--- src/rtl/xor_glitch_filter_pkg.sv ---
// Shared types, default constants and width helper for the XOR glitch filter.
package xor_filter_pkg;

    typedef enum logic [0:0] {
        STABLE  = 1'b0,
        PENDING = 1'b1
    } filt_state_e;

    localparam int DEF_SYNC_STAGES   = 2;
    localparam int DEF_STABLE_CYCLES = 4;
    localparam int DEF_CNT_W         = 8;

    // Bits needed to hold values 0 .. value-1.
    function automatic int clog2(input int value);
        int width;
        width = 0;
        for (int i = 0; i < 31; i++) begin
            if ((32'sd1 << i) < value) begin
                width = i + 1;
            end
        end
        return width;
    endfunction

endpackage

--- src/rtl/xor_glitch_filter_if.sv ---
// Signal bundle between the XOR stage consumer and the filter outputs.
interface xor_glitch_filter_if
    import xor_filter_pkg::*;
#(
    parameter int CNT_W = DEF_CNT_W
);
    logic             f_in;
    logic             f_out;
    logic             rise;
    logic             fall;
    logic [CNT_W-1:0] toggle_count;
    logic [CNT_W-1:0] glitch_count;

    modport master (
        output f_in,
        input  f_out, rise, fall, toggle_count, glitch_count
    );

    modport slave (
        input  f_in,
        output f_out, rise, fall, toggle_count, glitch_count
    );
endinterface

--- src/rtl/xor_glitch_filter_bit_sync.sv ---
// N-flop synchronizer for a single asynchronous bit, reset to 0.
module bit_sync #(
    parameter int N = 2
) (
    input  logic clock,
    input  logic reset,
    input  logic d,
    output logic q
);
    logic [N-1:0] sync_r;

    // Shift the asynchronous input through the flop chain.
    always_ff @(posedge clock or posedge reset) begin
        if (reset) begin
            sync_r <= {N{1'b0}};
        end else begin
            sync_r <= {sync_r[N-2:0], d};
        end
    end

    assign q = sync_r[N-1];
endmodule

--- src/rtl/xor_glitch_filter.sv ---
// Synchronizes and debounces the XOR stage output F; the glitch counter is
// built only when XOR_FILTER_GLITCH_CNT_EN is defined (otherwise tied to 0).
module xor_glitch_filter
    import xor_filter_pkg::*;
#(
    parameter int SYNC_STAGES   = DEF_SYNC_STAGES,
    parameter int STABLE_CYCLES = DEF_STABLE_CYCLES,
    parameter int CNT_W         = DEF_CNT_W
) (
    input  logic               clock,
    input  logic               reset,
    xor_glitch_filter_if.slave bus
);
    localparam int CW = clog2(STABLE_CYCLES + 1);

    logic             sync_s;
    logic             diff_s;
    logic             toggle_s;
    filt_state_e      state_r;
    filt_state_e      state_n;
    logic [CW-1:0]    cnt_r;
    logic [CW-1:0]    cnt_n;
    logic             f_out_r;
    logic             rise_r;
    logic             fall_r;
    logic [CNT_W-1:0] toggle_cnt_r;

    bit_sync #(.N(SYNC_STAGES)) u_sync (
        .clock (clock),
        .reset (reset),
        .d     (bus.f_in),
        .q     (sync_s)
    );

    assign diff_s = sync_s ^ f_out_r;

    // State and stability counter registers.
    always_ff @(posedge clock or posedge reset) begin
        if (reset) begin
            state_r <= STABLE;
            cnt_r   <= {CW{1'b0}};
        end else begin
            state_r <= state_n;
            cnt_r   <= cnt_n;
        end
    end

    // cnt_r counts earlier differing samples; the current one completes the window.
    always_comb begin
        state_n  = state_r;
        cnt_n    = cnt_r;
        toggle_s = 1'b0;
        case (state_r)
            STABLE: begin
                cnt_n = {CW{1'b0}};
                if (diff_s) begin
                    if (STABLE_CYCLES == 32'sd1) begin
                        toggle_s = 1'b1;
                    end else begin
                        state_n = PENDING;
                        cnt_n   = CW'(1);
                    end
                end else begin
                    state_n = STABLE;
                end
            end
            PENDING: begin
                if (!diff_s) begin
                    state_n = STABLE;
                    cnt_n   = {CW{1'b0}};
                end else if (cnt_r == CW'(STABLE_CYCLES - 1)) begin
                    toggle_s = 1'b1;
                    state_n  = STABLE;
                    cnt_n    = {CW{1'b0}};
                end else begin
                    cnt_n = cnt_r + CW'(1);
                end
            end
            default: begin
                state_n = STABLE;
                cnt_n   = {CW{1'b0}};
            end
        endcase
    end

    // Filtered level, edge pulses and wrapping toggle counter.
    always_ff @(posedge clock or posedge reset) begin
        if (reset) begin
            f_out_r      <= 1'b0;
            rise_r       <= 1'b0;
            fall_r       <= 1'b0;
            toggle_cnt_r <= {CNT_W{1'b0}};
        end else begin
            f_out_r <= f_out_r ^ toggle_s;
            rise_r  <= toggle_s & ~f_out_r;
            fall_r  <= toggle_s & f_out_r;
            if (toggle_s) begin
                toggle_cnt_r <= toggle_cnt_r + CNT_W'(1);
            end
        end
    end

`ifdef XOR_FILTER_GLITCH_CNT_EN
    logic             glitch_ev_s;
    logic [CNT_W-1:0] glitch_cnt_r;

    assign glitch_ev_s = (state_r == PENDING) && !diff_s;

    // Saturating count of pulses that returned before qualifying.
    always_ff @(posedge clock or posedge reset) begin
        if (reset) begin
            glitch_cnt_r <= {CNT_W{1'b0}};
        end else if (glitch_ev_s && (glitch_cnt_r != {CNT_W{1'b1}})) begin
            glitch_cnt_r <= glitch_cnt_r + CNT_W'(1);
        end
    end

    assign bus.glitch_count = glitch_cnt_r;
`else
    assign bus.glitch_count = {CNT_W{1'b0}};
`endif

    assign bus.f_out        = f_out_r;
    assign bus.rise         = rise_r;
    assign bus.fall         = fall_r;
    assign bus.toggle_count = toggle_cnt_r;
endmodule

--- src/flat_wrapper.sv ---
// flat-port wrapper written by rule: the top's interface ports become plain ports
module xor_glitch_filter_flat import xor_filter_pkg::*;
#(
    parameter int SYNC_STAGES   = DEF_SYNC_STAGES,
    parameter int STABLE_CYCLES = DEF_STABLE_CYCLES,
    parameter int CNT_W         = DEF_CNT_W
)
  (clock, reset, bus_f_in, bus_f_out, bus_rise, bus_fall, bus_toggle_count, bus_glitch_count);
  xor_glitch_filter_if #(.CNT_W(CNT_W)) bus_i ();
  input  logic clock;
  input  logic reset;
  input wire logic [$bits(bus_i.f_in)-1:0] bus_f_in;
  output wire logic [$bits(bus_i.f_out)-1:0] bus_f_out;
  output wire logic [$bits(bus_i.rise)-1:0] bus_rise;
  output wire logic [$bits(bus_i.fall)-1:0] bus_fall;
  output wire logic [$bits(bus_i.toggle_count)-1:0] bus_toggle_count;
  output wire logic [$bits(bus_i.glitch_count)-1:0] bus_glitch_count;
  assign bus_i.f_in = bus_f_in;
  assign bus_f_out = bus_i.f_out;
  assign bus_rise = bus_i.rise;
  assign bus_fall = bus_i.fall;
  assign bus_toggle_count = bus_i.toggle_count;
  assign bus_glitch_count = bus_i.glitch_count;
  xor_glitch_filter #(.SYNC_STAGES(SYNC_STAGES), .STABLE_CYCLES(STABLE_CYCLES), .CNT_W(CNT_W)) u_core (.clock(clock), .reset(reset), .bus(bus_i));
endmodule
--- config.mk ---
export PLATFORM = sky130hd
export DESIGN_NAME = xor_glitch_filter_flat
export DESIGN_NICKNAME = d
export VERILOG_FILES = /design/src/rtl/xor_glitch_filter_pkg.sv /design/src/rtl/xor_glitch_filter_if.sv /design/src/rtl/xor_glitch_filter_bit_sync.sv /design/src/rtl/xor_glitch_filter.sv /design/src/flat_wrapper.sv
export SDC_FILE = /design/constraint.sdc
export NUM_CORES = 1
export LEC_CHECK = 0
export ABC_AREA = 1
export BUFFER_PORTS_ARGS = -buffer_cell sky130_fd_sc_hd__buf_2
export CAP_MARGIN = 20
export CORE_MARGIN = 4
export CORE_UTILIZATION = 40
export CTS_BUF_LIST = sky130_fd_sc_hd__clkbuf_8
export CTS_CLUSTER_DIAMETER = 40
export CTS_CLUSTER_SIZE = 25
export DETAILED_ROUTE_END_ITERATION = 16
export MAX_ROUTING_LAYER = met4
export PLACE_DENSITY = 0.62
export SETUP_SLACK_MARGIN = 0.5
export SYNTH_ARGS = -nofsm -noshare
export SYNTH_HDL_FRONTEND = slang
export SYNTH_SLANG_ARGS = --single-unit
--- constraint.sdc ---
create_clock -name clock -period 1.27 [get_ports clock]
set_input_delay 0 -clock clock [delete_from_list [all_inputs] [get_ports clock]]
set_output_delay 0 -clock clock [all_outputs]
set_load 0.02 [all_outputs]
Yosys cells after proc, flatten, opt, wreduce, memory -nomap -nowiden
Cells that the tools add are included.
{ "totals": {"reg_bits": 17, "latchBits": 0, "ramBits": 0, "rom_bits": 0, "input_bits": 3, "output_inout_bits": 19, "wordCells": 27, "mem_count": 0} }
{ "op_classes": {"add_sub_neg": 2, "mul": 0, "n_div": 0, "magnitude_cmp": 0, "eq_ne": 1, "shifts": 0, "mux": 11, "n_bitwise": 6, "n_reduce_logical": 0} }
{ "ops": {"columns": ["operator", "count"], "rows": [
  ["$add A8 B1 Y8 const B", 1],
  ["$mux W1", 7],
  ["$mux W3", 2],
  ["$pmux W3 S2", 1],
  ["$add A3 B1 Y3 const B", 1],
  ["$eq A3 B2 Y1 const B", 1],
  ["$and A1 B1 Y1", 2],
  ["$not A1 Y1", 2],
  ["$pmux W1 S2", 1],
  ["$xor A1 B1 Y1", 2]
]} }

Depth between registers and ports, before layout
{ "depth": {"ltp_word": 5, "ltp_mapped": 7, "mapped_depth_nobuf": 7} }

Modules after synthesis
Synthesis repeated with hierarchy kept, for this count alone.
{ "hier_totals": {"hier_cells": 95, "hier_area_um2": 859.6} }
{ "by_module_without_submodules": {"columns": ["mod", "instances", "cells_each", "area_each_um2", "seq_area_each_um2"], "rows": [
  ["xor_glitch_filter", 1, 92, 805.8, 375.4],
  ["bit_sync", 1, 3, 53.8, 50.0]
]} }

Worst setup path before layout
OpenSTA, ideal clock, no wires.
{ "synth_path": {"path_kind": "register to register", "from": "register u_core.toggle_cnt_r[0], in the netlist u_core.bus.toggle_count[0]", "to": "register u_core.toggle_cnt_r[6], in the netlist u_core.bus.toggle_count[6]", "setup_time_ns": 0.117, "arrival_ns": 1.080, "required_ns": 1.153, "slack_ns": 0.073, "path_stages_with_launch": 7, "path_buffers": 0, "period_less_slack_ns": 1.197, "cell_sequence": "dfrtp_1 -> ha_1 -> nand3_1 -> nor2_1 -> nand2_1 -> nand2_1 -> nand2_1"} }
{ "synth_via": {"elab_chain_cells": 1} }
{ "synth_lines": {"columns": ["element", "line", "source"], "rows": [
  ["from (decl)", "xor_glitch_filter.sv:26", "logic [CNT_W-1:0] toggle_cnt_r;"],
  ["from (signal assigned)", "xor_glitch_filter.sv:92", "toggle_cnt_r <= {CNT_W{1'b0}};"],
  ["from (signal assigned)", "xor_glitch_filter.sv:98", "toggle_cnt_r <= toggle_cnt_r + CNT_W'(1);"],
  ["$add A8 B1 Y8", "xor_glitch_filter.sv:98", null]
]} }
Every way passes these cells.
A chain may end at the register's enable or synchronous reset.

Worst setup path in the final report
{ "layout_path": {"from": "register u_core.cnt_r[0]", "to": "register u_core.toggle_cnt_r[2], in the netlist u_core.bus.toggle_count[2]"} }
{ "layout_via": {"elab_chain_cells": 4} }
{ "layout_lines": {"columns": ["element", "line", "source"], "rows": [
  ["from (decl)", "xor_glitch_filter.sv:21", "logic [CW-1:0] cnt_r;"],
  ["from (signal assigned)", "xor_glitch_filter.sv:41", "cnt_r <= {CW{1'b0}};"],
  ["from (signal assigned)", "xor_glitch_filter.sv:44", "cnt_r <= cnt_n;"],
  ["$eq A3 B2 Y1", "xor_glitch_filter.sv:71", "end else if (cnt_r == CW'(STABLE_CYCLES - 1)) begin"],
  ["$mux W1", "xor_glitch_filter.sv:71", null],
  ["$mux W1", "xor_glitch_filter.sv:68", "if (!diff_s) begin"],
  ["$mux W1", "xor_glitch_filter.sv:53", "case (state_r)"]
]} }
Every way passes these cells.

==> out/summary.txt <==
DRT iter0 DRCs: 15
crit path DAT: 1.31 ns
class of the worst hold path: input port to async pin
vias: 652
P_leak: 0.000648 uW
initial core utilization: 42.6%
final setup fails: 0
first-pass GRT wire length: 2.81 mm
Die H: 53.9 microns
slowest stage delay, CP: 0.38 ns
grt ovf: 0
CTS tree: built
Worst EP required: 1.43 ns
CP startpoint: u_core.cnt_r[0]
total die area: 2910 sq um
Fin Setup TNS: 0 ns
Max Slew Vio Count: 0
io pins: 22
Peak supply drop: 0.000994 V
Pwr Density: 1430 nW/um^2
RSZ-0062 raised after global routing: yes
Buf+Inv Stages, Crit Path: 1
number of global-route vias before repair: 616
Tot GR Track Use: 15.2%
Clock Tree Root: clkbuf_8
worst-path maximum fanout: 6
crit path max-delay cell type: dfrtp_1
Crit Path Class: flop to flop
critical path's top delay family: flip-flops
Placer Congestion: 0.750
area added between synthesis and finish: 47.3%
Avg Cell Area, Syn: 9.27 sq um
die width: 53.9 microns
synthesized flop and latch total: 17
status: completed
CP endpoint kind: flop
FP Rows: 16
final hold vios: 0
DP HPWL: 1.08 mm
post-synthesis sequential area ratio: 50.4%
Final min period: 1.15 ns
core area: 1980 sq um
Synth Area in Simple Gates: 25.8%
final net count: 133
clock-pin slew on the worst setup and hold paths: 0.07 ns
Yosys cell types: 19
n_diodes: 0
CTS max path bufs: 2
mux cell area share after synthesis: 0%
reg-to-reg endpoint: u_core.bus.toggle_count[2]
Inserted Clock Buffers: 3
WP depth: 6
layout cells sized above 1: 43.2%
H-tree Lvls: 1
Netlist Area Pre-Place: 843 sq um
R2R cell count: 6
CP cell instances: ha_2, nand3_4, clkinv_1, nand2_4, nand2_1, o21ai_1
DRC viols: 0
reg-to-reg setup timing slack: 0.12 ns
largest family of logic cells by synthesized area: simple AND/OR/NAND/NOR gates
Adder-Cell Fraction of Synth Area: 5.93%
worst r2r src: u_core.cnt_r[0]
Worst Clk Skew: 0.00618 ns
TritonRoute pass-1 iters: 4
final antenna-violating net count: 0
Compound-Gate Fraction of Synth Area: 1.19%
largest net degree at the start of global routing: 18
average wire per standard cell: 11.8 microns
Tot Pwr: 1780 uW
Layout Utilization: 62.7%
post-synthesis cell count: 91
final period utilization: 90.2%
startpoint types: flop
DRT Wirelength: 1.79 mm
YS warnings: 0
post-synthesis xor/xnor area fraction: 4.15%
port bufs: 13
initial antenna violation count: 0
worst skew pair latency: 0.25 ns
max_cap viols: 0
clk sinks: 17
routed vias/inst: 4.29
Max Freq: 872 MHz
==> worst reg2reg max path, stage by stage, from the launching register on <==
cell      delay (ns)
dfrtp_1         0.38
ha_2            0.19
nand3_4         0.10
clkinv_1        0.13
nand2_4         0.12
nand2_1         0.06
o21ai_1         0.09
==> cell usage after synthesis <==
cell type	count	area, sq um
nand2_1	29	109
nor2_8	1	20.0
dfrtp_1	17	425
inv_1	9	33.8
nor3_1	1	5.00
o21ai_1	1	5.00
nor2_1	3	11.3
nand2_2	3	18.8
inv_2	1	3.75
a21oi_1	1	5.00
conb_1	1	3.75
nor2_2	1	6.26
nand3_1	3	15.0
nand3_4	1	17.5
buf_4	8	60.1
xnor2_1	4	35.0
clkinv_1	1	3.75
nand3b_1	2	15.0
ha_1	4	50.1
==> per-stage QoR <==
stage / instance area, sq um / hold WS [ns] / setup slack, ns / std cells
global route: 1240 / 0.355 / 0.0439 / 152
detailed placement: 952 / 0.0249 / 0.0634 / 131
floorplan: 906 / -0.0743 / 0.131 / 98
CTS: 1180 / 0.300 / 0.101 / 149
finish: 1240 / 0.303 / 0.124 / 152
global placement: 952 / 0.0185 / 0.123 / 131
==> worst max path at each step <==
stage,end,slack [ns]
after global routing,u_core.bus.toggle_count[2],0.04
after floorplan,u_core.bus.f_out,0.13
final,u_core.bus.toggle_count[2],0.12
after CTS,u_core.bus.toggle_count[3],0.10
after global placement,u_core.bus.f_out,0.12
after detailed placement,u_core.bus.f_out,0.06
==> flip-flops by register name, summed over array words and instances, names as in the netlist <==
register and cells:
u_core.bus.rise 1, u_core.u_sync.sync_r 2, u_core.bus.f_out 1, u_core.bus.fall 1, u_core.state_r 1, u_core.cnt_r 3, u_core.bus.toggle_count 8
==> placed cells by master, fill, tap and decap left out, drive strengths merged <==
| cell type | Yosys | layout |
|---|---|---|
| nor3 | 1 | 1 |
| o21ai | 1 | 1 |
| a21oi | 1 | 1 |
| xnor2 | 4 | 4 |
| nand2 | 32 | 32 |
| dfrtp | 17 | 17 |
| nor2 | 5 | 5 |
| clkbuf | 0 | 3 |
| nand3b | 2 | 2 |
| nand3 | 4 | 4 |
| clkinv | 1 | 1 |
| buf | 8 | 29 |
| ha | 4 | 4 |
| conb | 1 | 8 |
| inv | 10 | 11 |
| dlygate4sd3 | 0 | 2 |
==> cell families (layout without fill, tap and decap cells) <==
group | after synthesis | count (layout)
fa+ha+maj | 4 | 4
flops | 17 | 17
other cells | 1 | 8
compound gates | 2 | 2
buf+inv | 19 | 46
xor+xnor | 4 | 4
simple gates | 44 | 44
==> area by class of cell <==
class,count,area (sq um)
repair buffers,31,289
flip-flops and latches,17,432
clock inverters,1,3.75
clock buffers,3,41.3
multi-input cells,62,402
inverters,11,41.3
fillers,157,739
well taps,27,33.8
==> what timing repair did <==
action,CTS,global route
gates resized for setup,21,11
pin swaps,6,3
endpoints found under the hold margin,18,0
endpoints found under the setup margin,26,26
hold buffers,2,0
setup buffers,12,3
==> routing by layer <==
layer	share of wire, %	track usage [%]	vias to the layer above	wire length [microns]
met5	0	-	-	0
met4	2.6	10.2	0	46
met3	4.4	4.16	5	78
met2	51	24.0	15	904
met1	42	16.6	303	757
li1	-	-	329	-
==> report_power, final <==
part	leakage [uW]	total (uW)	internal, uW	switching [uW]
Sequential	0.000219	753	638	115
Clock	0.0000269	393	214	179
Combinational	0.000403	630	300	330
Total	0.000648	1780	1150	624
No activity file was read; power rests on OpenSTA's default activity.
